**src/rtl/wb_port_arbiter.sv**
```systemverilog
// wb_port_arbiter: arbitrates register-file write-back between pipeline port A and handshaked port B,
// with a starvation guard for B and a per-register busy scoreboard for B reservations.
module wb_port_arbiter #(
  parameter int REG_ADDRESS_LEN = 4,
  parameter int REGISTER_LEN    = 32,
  parameter int STARVE_LIMIT    = 4
) (
  input  logic                       clk,
  input  logic                       rst,
  input  logic                       a_valid,
  input  logic [REG_ADDRESS_LEN-1:0] a_dest,
  input  logic [REGISTER_LEN-1:0]    a_data,
  input  logic                       b_valid,
  input  logic [REG_ADDRESS_LEN-1:0] b_dest,
  input  logic [REGISTER_LEN-1:0]    b_data,
  output logic                       b_ready,
  output logic                       stall_a,
  input  logic                       rsv_valid,
  input  logic [REG_ADDRESS_LEN-1:0] rsv_dest,
  output logic                       rsv_ready,
  input  logic [REG_ADDRESS_LEN-1:0] src1,
  input  logic [REG_ADDRESS_LEN-1:0] src2,
  input  logic                       use_src1,
  input  logic                       use_src2,
  output logic                       hazard,
  output logic                       writeBackEn,
  output logic [REG_ADDRESS_LEN-1:0] Dest_wb,
  output logic [REGISTER_LEN-1:0]    Result_wb
);
  localparam int CW = $clog2(STARVE_LIMIT + 1);
  localparam int NR = 2 ** REG_ADDRESS_LEN;

  logic [CW-1:0]              starve_cnt_q, starve_cnt_d;
  logic                       stall_a_q, stall_a_d, wb_en_q, wb_en_d;
  logic [REG_ADDRESS_LEN-1:0] dest_q, dest_d;
  logic [REGISTER_LEN-1:0]    result_q, result_d;
  logic [NR-1:0]              busy_q, busy_d;
  logic                       b_xfer, a_grant, b_denied;

  // A is only granted when not force-stalled; a_valid during stall is dropped
  assign b_ready   = b_valid & (stall_a_q | ~a_valid);
  assign b_xfer    = b_valid & b_ready;
  assign b_denied  = b_valid & ~b_ready;
  assign a_grant   = a_valid & ~stall_a_q;
  assign rsv_ready = ~busy_q[rsv_dest];
  assign hazard    = (use_src1 & busy_q[src1]) | (use_src2 & busy_q[src2]);

  assign stall_a     = stall_a_q;
  assign writeBackEn = wb_en_q;
  assign Dest_wb     = dest_q;
  assign Result_wb   = result_q;

  always_comb begin
    wb_en_d      = a_grant | b_xfer;
    dest_d       = b_xfer ? b_dest : a_grant ? a_dest : dest_q;
    result_d     = b_xfer ? b_data : a_grant ? a_data : result_q;
    stall_a_d    = b_denied & (starve_cnt_q == CW'(STARVE_LIMIT - 1));
    starve_cnt_d = (stall_a_q | ~b_valid | b_xfer) ? '0 :
                   (starve_cnt_q == CW'(STARVE_LIMIT)) ? starve_cnt_q : starve_cnt_q + 1'b1;
    busy_d       = busy_q;
    if (b_xfer) busy_d[b_dest] = 1'b0;
    if (rsv_valid & rsv_ready) busy_d[rsv_dest] = 1'b1;
  end

  always_ff @(posedge clk or negedge rst) begin
    if (!rst) begin
      starve_cnt_q <= '0;
      stall_a_q    <= 1'b0;
      wb_en_q      <= 1'b0;
      dest_q       <= '0;
      result_q     <= '0;
      busy_q       <= '0;
    end else begin
      starve_cnt_q <= starve_cnt_d;
      stall_a_q    <= stall_a_d;
      wb_en_q      <= wb_en_d;
      dest_q       <= dest_d;
      result_q     <= result_d;
      busy_q       <= busy_d;
    end
  end
endmodule

```
**config.mk**
```make
export PLATFORM = sky130hd
export DESIGN_NAME = wb_port_arbiter
export DESIGN_NICKNAME = d
export VERILOG_FILES = /design/src/rtl/wb_port_arbiter.sv
export SDC_FILE = /design/constraint.sdc
export NUM_CORES = 1
export LEC_CHECK = 0
export ABC_CLOCK_PERIOD_IN_PS = 2100
export BUFFER_PORTS_ARGS = -buffer_cell sky130_fd_sc_hd__buf_2
export CAP_MARGIN = 40
export CORE_ASPECT_RATIO = 0.7
export CORE_MARGIN = 3
export CORE_UTILIZATION = 49
export CTS_BUF_LIST = sky130_fd_sc_hd__clkbuf_4
export CTS_CLUSTER_DIAMETER = 120
export DETAILED_ROUTE_END_ITERATION = 10
export PLACE_DENSITY = 0.82
export REMOVE_ABC_BUFFERS = 1
export SYNTH_ARGS = -nofsm -noshare
export SYNTH_HDL_FRONTEND = slang
export SYNTH_SLANG_ARGS = --single-unit
export TNS_END_PERCENT = 10
```
**constraint.sdc**
```tcl
create_clock -name clk -period 2.1 [get_ports clk]
set_input_delay 0.315 -clock clk [delete_from_list [all_inputs] [get_ports clk]]
set_output_delay 0.315 -clock clk [all_outputs]
set_load 0.05 [all_outputs]
```
==> results of run 1 <==
==> registers in the layout, summed over array words and instances, names as in the netlist <==
name	count
Result_wb	32
starve_cnt_q	3
busy_q	16
Dest_wb	4
stall_a	1
writeBackEn	1
==> timing repair <==
action / 4_1_cts / 5_1_grt
gates resized for setup: 6 / 0
pin swaps: 0 / 0
setup buffers: 1 / 0
hold buffers: 1 / 0
setup endpoints to repair: 2 / 2
endpoints found under the hold margin: 57 / 0
==> layout make-up <==
cell class,instances,area (um^2),area share
Timing Repair Buffer,140,767,0.192
Inverter,4,15.0,0.00376
Multi-Input combinational cell,201,1530,0.384
Sequential cell,57,1430,0.357
Antenna cell,1,2.50,0.000627
Tap cell,75,93.8,0.0235
Clock inverter,7,85.1,0.0213
Clock buffer,9,67.6,0.0169
==> how the worst min path moves through the flow <==
stage | start | end | slack [ns] | cells past startpoint
after detailed placement | rst | Result_wb[31]$_DFFE_PN0P_ | 0.34 | 2
after CTS | a_data[30] | Result_wb[30]$_DFFE_PN0P_ | 0.08 | 3
after global routing | a_data[9] | Result_wb[9]$_DFFE_PN0P_ | 0.09 | 3
after global placement | rst | Result_wb[31]$_DFFE_PN0P_ | 0.34 | 2
final | a_data[25] | Result_wb[25]$_DFFE_PN0P_ | 0.11 | 3
after floorplan | rst | Dest_wb[0]$_DFFE_PN0P_ | 0.02 | 0
==> routing by layer <==
layer  routed length (um)  up-vias
met3                  744       13
met1                 3410     1207
met5                    0        -
met4                  122        0
met2                 3880      134
li1                     -     1283
==> power breakdown <==
group | total (mW) | switching, mW | internal, mW
sequential | 1.44 | 0.166 | 1.28
clock | 0.881 | 0.411 | 0.470
combinational | 1.13 | 0.630 | 0.503
total | 3.46 | 1.21 | 2.25
==> critical path: cells and delay by family, from the launching register on <==
| kind | cells | cell delay, ns |
|---|---|---|
| multiplexers | 2 | 1.04 |
| flip-flops | 1 | 0.43 |
| buffers and inverters | 2 | 0.22 |
==> layout by cell type (no fill, tap or decap), types with 2 or more instances in the layout <==
cell type	netlist	final
a21oi_1	2	2
a22o_1	9	9
a32o_1	3	3
and2_1	2	2
and3_1	2	2
and4b_1	2	2
buf_12	0	2
buf_2	5	129
buf_4	0	6
bufinv_16	0	2
clkbuf_4	0	9
clkinv_1	0	2
clkinv_2	0	2
dfrtp_1	57	57
ha_1	3	3
inv_1	4	3
mux2_2	4	4
mux2i_1	36	36
mux4_2	13	13
nand2_1	55	55
nand3_1	6	6
nand3b_1	4	4
nor2_1	5	5
nor2b_1	5	4
nor3b_2	2	2
nor4bb_1	2	2
o21ai_0	34	34
o21ai_1	2	2
o2bb2ai_1	4	4
==> logic make-up (layout without fill, tap and decap cells) <==
family | Yosys count | after routing | synth area share
simple gates | 90 | 90 | 0.147
flops | 57 | 57 | 0.469
compound gates | 54 | 54 | 0.110
mux | 53 | 53 | 0.229
buf+inv | 21 | 160 | 0.0304
fa+ha+maj | 3 | 3 | 0.0123
xor+xnor | 1 | 1 | 0.00288
other cells | 0 | 1 | 0
==> stage by stage <==
| stage | hold WS, ns | cells | total power [mW] | utilization |
|---|---|---|---|---|
| 2_1_floorplan | 0.0194 | 262 | 2.15 | - |
| 3_3_place_gp | 0.335 | 475 | 2.48 | 0.647 |
| 3_5_place_dp | 0.339 | 475 | 2.54 | 0.647 |
| 4_1_cts | 0.0809 | 493 | 3.48 | 0.679 |
| 5_1_grt | 0.0867 | 493 | 3.64 | 0.679 |
| 6_report | 0.107 | 494 | 3.46 | 0.680 |
==> flow_metrics.py, run 1 <==
metrics = {
    "status": {
        "outcome": "finished with violations",
        "violations": "negative setup slack",
    },
    "layout": {
        "nFillCells": 476,
        "drive_gt1_frac": 0.421,
        "area_delta_synth_final_pct": 31.1,
        "layout.nets": 507,
        "fin_area_um2": 3990,
    },
    "sta": {
        "fin_skew_ns": 0.00968,
        "setup_violations": 2,
        "final.min_clock_period_ns": 2.40,
        "tightest_slew_ns": 0.607,
        "rsz0062_at_grt": "yes",
        "setup_tns_ns": -0.505,
        "drv_slew": 0,
        "fin_ws_ns": -0.296,
        "fmax_ghz": 0.417,
        "final_hold_viol_count": 0,
        "period_share": 1.14,
        "slew_headroom": 0.590,
    },
    "clock_tree": {
        "root_buffer": "clkbuf_4",
        "clk_pin_slew_ns": 0.10,
        "clockBufferDepth": 2,
        "htreeDepth": 3,
        "numCtsBuffers": 9,
        "clock-sinks": 57,
        "insertion_delay_ns": 0.40,
        "cts_tree": "built",
    },
    "placed_design": {
        "place.detailed.hpwl_um": 6130,
        "dpl_cell_area_um2": 3800,
        "port_buffers": 131,
        "post-place-ws_ns": -0.115,
        "gp_congestion": 0.874,
    },
    "synthesis": {
        "synth_cells": 279,
        "synth_edf_count": 0,
        "yosysSeqAreaShare": 0.469,
        "synthArstFlopShare": 1.00,
        "synth.top_cell.area_share": 0.469,
        "ys_top_cells_by_count": "57 x dfrtp_1, 55 x nand2_1, 36 x mux2i_1, 34 x o21ai_0, 13 x mux4_2",
        "synth_top_cell_by_area": "dfrtp_1",
        "synth.avg_cell_area_um2": 10.9,
        "ys_top_cells_by_area": "dfrtp_1 47%, mux2i_1 12%, mux4_2 9.6%",
        "synth_area_um2": 3040,
        "synth_ff_type": "dfrtp_1",
        "yosysMostFrequentCell": "dfrtp_1",
        "ys_ff_latch": 57,
        "yosysWarningCount": 0,
        "ys_types": 32,
    },
    "global_route": {
        "grtUsageMet1": 0.312,
        "grt_pass1_vias": 2669,
        "grtUsageMet3": 0.0836,
        "grt_max_degree": 58,
        "grt_use_total": 0.239,
        "grt_first_pass_wirelength_um": 13200,
        "busiest_layer": "met2",
        "antenna_found_initial": 0,
        "use_met2": 0.382,
        "overflow": 0,
    },
    "worst_setup_path": {
        "cpPeakStageDelay_ns": 0.54,
        "arrival_ns": 2.08,
        "cp_cell_sequence": "mux4_2 > mux4_2 > inv_2 > buf_8",
        "crit_path_end_kind": "output port",
        "r2r_setup_slack_ns": 0.48,
        "rr_startpoint": "busy_q[7]$_DFF_PN0_",
        "required_ns": 1.78,
        "worstPathMaxFanout": 4,
        "crit_type": "reg2out",
        "cp_common_cell": "mux4_2",
        "critPathLaunch": "busy_q[3]$_DFF_PN0_",
        "start_kind": "flop",
        "crit_path_end": "rsv_ready",
        "cpMaxStageDelayCell": "mux4_2",
        "reg2reg_depth": 4,
        "r2r-end": "busy_q[4]$_DFF_PN0_",
    },
    "floorplan": {
        "io_pins": 132,
        "fp.dieH_um": 71.9,
        "rows": 23,
        "start_util": 0.519,
        "die-area_um2": 7210,
        "die_w_um": 100,
        "coreArea_um2": 5870,
    },
    "pwr": {
        "power_density_nw_per_um2": 866,
        "p_leak_nw": 2.00,
        "peakVddDrop_v": 0.000369,
    },
    "drt": {
        "routed_wl_um": 8150,
        "wire_per_inst_um": 16.5,
        "vias_per_cell": 5.34,
        "first_pass_iters": 4,
        "ant_nets": 0,
        "first_iter_violations": 261,
        "vias": 2637,
        "remaining_drc_errors": 0,
    },
    "job": {
        "maxCapViolations": 0,
    },
    "min_path": {
        "hold_path.class": "in2reg",
    },
}
(Power assumes the default switching activity.)
==> inputs of run 2 (changes only) <==
Settings changed: ABC_CLOCK_PERIOD_IN_PS 2100 to 2850, CORE_ASPECT_RATIO 0.7 to unset, CORE_UTILIZATION 49 to 53, PLACE_DENSITY 0.82 to 0.88, SKIP_CTS_REPAIR_TIMING set to 1.
Clock period 2.1 ns to 2.85 ns, I/O delays scaled along.
==> run 2 against run 1 <==
- the flow now finishes without violations
- largest cell class unchanged
- routed wire length down 3.6%
- combinational power down 32%
- hold slack better by 0.056 ns
- highest routed layer unchanged
- total power decreased by 33%
- flip-flop and latch count unchanged
- critical path depth is the same
- die area fell by 7.2%
- critical endpoint unchanged
- sequential power fell by 26%
- critical path type unchanged
- first-iteration DRC count down 49%
==> flow_metrics.py, run 2 (synthesis gave the netlist of run 1 again) <==
metrics = {
    "status": {
        "outcome": "finished clean",
    },
    "placed_design": {
        "post-place-ws_ns": 0.430,
        "gp_congestion": 0.929,
        "place.detailed.hpwl_um": 5950,
        "port_buffers": 131,
    },
    "clock_tree": {
        "insertion_delay_ns": 0.37,
        "numCtsBuffers": 9,
        "clk_pin_slew_ns": 0.10,
        "htreeDepth": 3,
        "clockBufferDepth": 2,
        "root_buffer": "clkbuf_4",
        "cts_tree": "built",
        "clock-sinks": 57,
    },
    "worst_setup_path": {
        "cp_common_cell": "mux4_2",
        "reg2reg_depth": 3,
        "cp_cell_sequence": "mux4_2 > mux4_2 > inv_1 > buf_2",
        "crit_type": "reg2out",
        "cpPeakStageDelay_ns": 0.51,
        "arrival_ns": 2.09,
        "crit_path_end_kind": "output port",
        "start_kind": "flop",
        "worstPathMaxFanout": 4,
        "required_ns": 2.42,
        "cpMaxStageDelayCell": "mux4_2",
    },
    "sta": {
        "drv_slew": 0,
        "setup_tns_ns": 0,
        "setup_violations": 0,
        "rsz0062_at_grt": "no",
        "period_share": 0.882,
        "slew_headroom": 0.529,
        "final.min_clock_period_ns": 2.51,
        "fmax_ghz": 0.398,
        "final_hold_viol_count": 0,
        "fin_ws_ns": 0.336,
        "fin_skew_ns": 0.00819,
        "tightest_slew_ns": 0.706,
    },
    "floorplan": {
        "fp.dieH_um": 81.8,
        "start_util": 0.571,
        "die_w_um": 81.8,
        "rows": 26,
        "coreArea_um2": 5340,
        "io_pins": 132,
        "die-area_um2": 6690,
    },
    "global_route": {
        "overflow": 0,
        "antenna_found_initial": 0,
        "grt_use_total": 0.252,
        "grt_pass1_vias": 2708,
        "grt_max_degree": 58,
        "grt_first_pass_wirelength_um": 12700,
    },
    "layout": {
        "layout.nets": 501,
        "area_delta_synth_final_pct": 26.3,
        "n_antenna_cell": 0,
        "layout_common_cells": "131 x buf_2, 57 x dfrtp_1, 55 x nand2_1, 36 x mux2i_1, 34 x o21ai_0",
        "largest_register_ffs": 32,
        "layout_commonest_cell": "buf_2",
        "drive_gt1_frac": 0.417,
    },
    "drt": {
        "ant_nets": 0,
        "remaining_drc_errors": 0,
        "vias": 2659,
        "first_pass_iters": 5,
        "wire_per_inst_um": 16.3,
        "first_iter_violations": 132,
        "routed_wl_um": 7860,
        "vias_per_cell": 5.52,
    },
    "pwr": {
        "power_density_nw_per_um2": 599,
        "power.total_mw": 2.30,
        "peakVddDrop_v": 0.000406,
        "p_leak_nw": 1.95,
    },
    "job": {
        "maxCapViolations": 0,
    },
    "min_path": {
        "hold_path.class": "in2async",
    },
}
[run 2: changes by cell type in the layout (fill, tap and decap cells not counted), sizes merged]
cell,previous run,this run
buf,139,134
clkinv,4,6
diode,1,0
bufinv,2,0
dlygate4sd3,1,0
[run 2: critical path: cells and delay by family (launching register included)]
| family | cells | cell delay (ns) |
|---|---|---|
| mux | 2 | 0.96 |
| flops | 1 | 0.43 |
| buf+inv | 2 | 0.32 |
[run 2: worst paths after layout]
check / endpoint / from / slack [ns]
worst min-delay path: Result_wb[24]$_DFFE_PN0P_ / rst / 0.16
worst max-delay path: rsv_ready / busy_q[7]$_DFF_PN0_ / 0.34
worst min register to register: busy_q[15]$_DFF_PN0_ / busy_q[15]$_DFF_PN0_ / 0.55
min in group clk: Result_wb[12]$_DFFE_PN0P_ / a_data[12] / 0.24
worst max register to register: Result_wb[25]$_DFFE_PN0P_ / stall_a$_DFF_PN0_ / 1.10
max in group asynchronous: Result_wb[28]$_DFFE_PN0P_ / rst / 2.21
[run 2: area by class of cell]
class | instances | area (um^2)
inverters | 4 | 15.0
flip-flops and latches | 57 | 1430
multi-input cells | 201 | 1530
clock inverters | 7 | 37.5
repair buffers | 134 | 678
well taps | 70 | 87.6
clock buffers | 9 | 67.6
fillers | 412 | 1490
[run 2: routing by layer]
layer  track usage  vias to the layer above  part of all wire
li1              -                     1263                 -
met1         0.320                     1260              0.40
met2         0.410                      130              0.49
met3        0.0746                        6             0.096
met4        0.0897                        0            0.0085
met5             0                        -                 0
[run 2: stage by stage]
stage	util	instance area [um^2]	std cells	hold slack, ns
final	0.721	3840	482	0.163
after detailed placement	0.701	3740	466	0.532
after global routing	0.721	3840	482	0.201
after floorplan	-	2970	262	0.132
after CTS	0.721	3840	482	0.185
after global placement	0.701	3740	466	0.527
[run 2: where the power goes]
| part | switching [mW] | internal (mW) |
|---|---|---|
| combinational | 0.438 | 0.335 |
| clock | 0.292 | 0.170 |
| sequential | 0.127 | 0.940 |
| total | 0.857 | 1.45 |
==> inputs of run 3 (changes only) <==
Settings changed: ABC_CLOCK_PERIOD_IN_PS 2850 to 2400, CORE_UTILIZATION 53 to 49, PLACE_DENSITY 0.88 to 0.82.
Clock period 2.85 ns to 2.4 ns, I/O delays scaled along.
==> run 3 against run 2 <==
- utilization down 6.2 points
- largest power group unchanged
- highest routed layer unchanged
- first-iteration DRC count down 5.3%
- hold slack better by 0.011 ns
- setup slack worse by 0.30 ns
- via count down 1.4%
- clock power up 48%
- flip-flop and latch count unchanged
- total power up 25%
- critical path depth unchanged
==> flow_metrics.py, run 3 (synthesis gave the netlist of run 1 again) <==
metrics = {
    "status": {
        "outcome": "finished clean",
    },
    "clock_tree": {
        "insertion_delay_ns": 0.38,
        "cts_tree": "built",
        "root_buffer": "clkbuf_4",
        "clock-sinks": 57,
        "numCtsBuffers": 9,
        "clockBufferDepth": 2,
        "clk_pin_slew_ns": 0.10,
        "htreeDepth": 3,
    },
    "drt": {
        "ant_nets": 0,
        "routed-wl-met3_um": 714,
        "wire_per_inst_um": 16.2,
        "vias_per_cell": 5.34,
        "m1WireLength_um": 3240,
        "routed_wl_um": 7940,
        "first_pass_iters": 4,
        "top_layer_used": "met4",
        "vias": 2622,
        "first_iter_violations": 125,
        "remaining_drc_errors": 0,
        "met2_length_um": 3870,
    },
    "pwr": {
        "power_density_nw_per_um2": 736,
        "peakVddDrop_v": 0.000542,
        "power.total_mw": 2.89,
        "p_leak_nw": 1.98,
    },
    "floorplan": {
        "rows": 28,
        "fp.dieH_um": 84.8,
        "coreArea_um2": 5960,
        "die_w_um": 84.8,
        "io_pins": 132,
        "start_util": 0.511,
        "die-area_um2": 7190,
    },
    "sta": {
        "final_hold_viol_count": 0,
        "drv_slew": 0,
        "fin_skew_ns": 0.0118,
        "final.min_clock_period_ns": 2.37,
        "fmax_ghz": 0.423,
        "period_share": 0.986,
        "setup_violations": 0,
        "rsz0062_at_grt": "yes",
        "slew_headroom": 0.632,
        "timing.hold.ws_ns": 0.174,
        "tightest_slew_ns": 0.545,
        "fin_ws_ns": 0.0333,
    },
    "worst_setup_path": {
        "start_kind": "flop",
        "worstPathMaxFanout": 4,
        "required_ns": 2.04,
        "crit_type": "reg2out",
        "crit_path_end_kind": "output port",
        "arrival_ns": 2.01,
    },
    "global_route": {
        "grt_max_degree": 48,
        "antenna_found_initial": 0,
        "overflow": 0,
        "grt_first_pass_wirelength_um": 13000,
        "grt_use_total": 0.230,
        "grt_pass1_vias": 2726,
    },
    "layout": {
        "layout_commonest_cell": "buf_2",
        "nFillCells": 482,
        "drive_gt1_frac": 0.421,
        "n_antenna_cell": 0,
        "area_delta_synth_final_pct": 28.9,
        "layout.nets": 505,
        "layout_common_cells": "130 x buf_2, 57 x dfrtp_1, 55 x nand2_1, 36 x mux2i_1, 34 x o21ai_0",
        "fin_area_um2": 3920,
        "largest_register_ffs": 32,
    },
    "placed_design": {
        "place.detailed.hpwl_um": 6070,
        "gp_congestion": 0.888,
        "post-place-ws_ns": 0.121,
        "dpl_cell_area_um2": 3770,
        "port_buffers": 131,
    },
    "job": {
        "maxCapViolations": 0,
    },
    "min_path": {
        "hold_path.class": "in2reg",
    },
}
==> run 3: final cells by class <==
cell class | count | area (um^2) | area share
clock inverter | 4 | 43.8 | 0.0112
sequential | 57 | 1430 | 0.364
timing repair buffer | 138 | 721 | 0.184
clock buffer | 12 | 90.1 | 0.0230
inverter | 4 | 15.0 | 0.00383
tap | 75 | 93.8 | 0.0239
multi-input combinational | 201 | 1530 | 0.391
==> run 3: critical path, cell delays in order, from the launching register on <==
cell,delay (ns)
dfrtp_1,0.43
mux4_2,0.50
mux4_2,0.49
inv_2,0.08
buf_8,0.14
==> run 3: per-layer routing <==
layer  GRT usage  vias to the layer above
met5           0                        -
met3      0.0854                        9
li1            -                     1274
met4      0.0748                        0
met2       0.374                      121
met1       0.285                     1218
==> run 3: stage by stage <==
| step | std cells | utilization | setup TNS (ns) |
|---|---|---|---|
| 4_1_cts | 490 | 0.655 | -0.0770 |
| 5_1_grt | 491 | 0.659 | -0.0613 |
| 3_3_place_gp | 474 | 0.633 | 0 |
| 3_5_place_dp | 474 | 0.633 | 0 |
| 2_1_floorplan | 262 | - | -59.89 |
| 6_report | 491 | 0.659 | 0 |
==> run 3: path summary, 6_finish.rpt <==
check / slack (ns) / to / startpoint / cells after the start
min in group asynchronous: 0.51 / Result_wb[9]$_DFFE_PN0P_ / rst / 2
max in group asynchronous: 1.23 / busy_q[1]$_DFF_PN0_ / rst / 3
max: 0.03 / rsv_ready / busy_q[11]$_DFF_PN0_ / 4
min: 0.17 / Result_wb[25]$_DFFE_PN0P_ / a_data[25] / 3
max reg2reg: 0.86 / busy_q[8]$_DFF_PN0_ / busy_q[11]$_DFF_PN0_ / 3
min reg2reg: 0.54 / busy_q[3]$_DFF_PN0_ / busy_q[3]$_DFF_PN0_ / 1
==> run 3: power breakdown <==
| group | internal (mW) | leakage (nW) | switching [mW] |
|---|---|---|---|
| clock | 0.347 | 0.0787 | 0.339 |
| sequential | 1.12 | 0.689 | 0.138 |
| combinational | 0.418 | 1.21 | 0.527 |
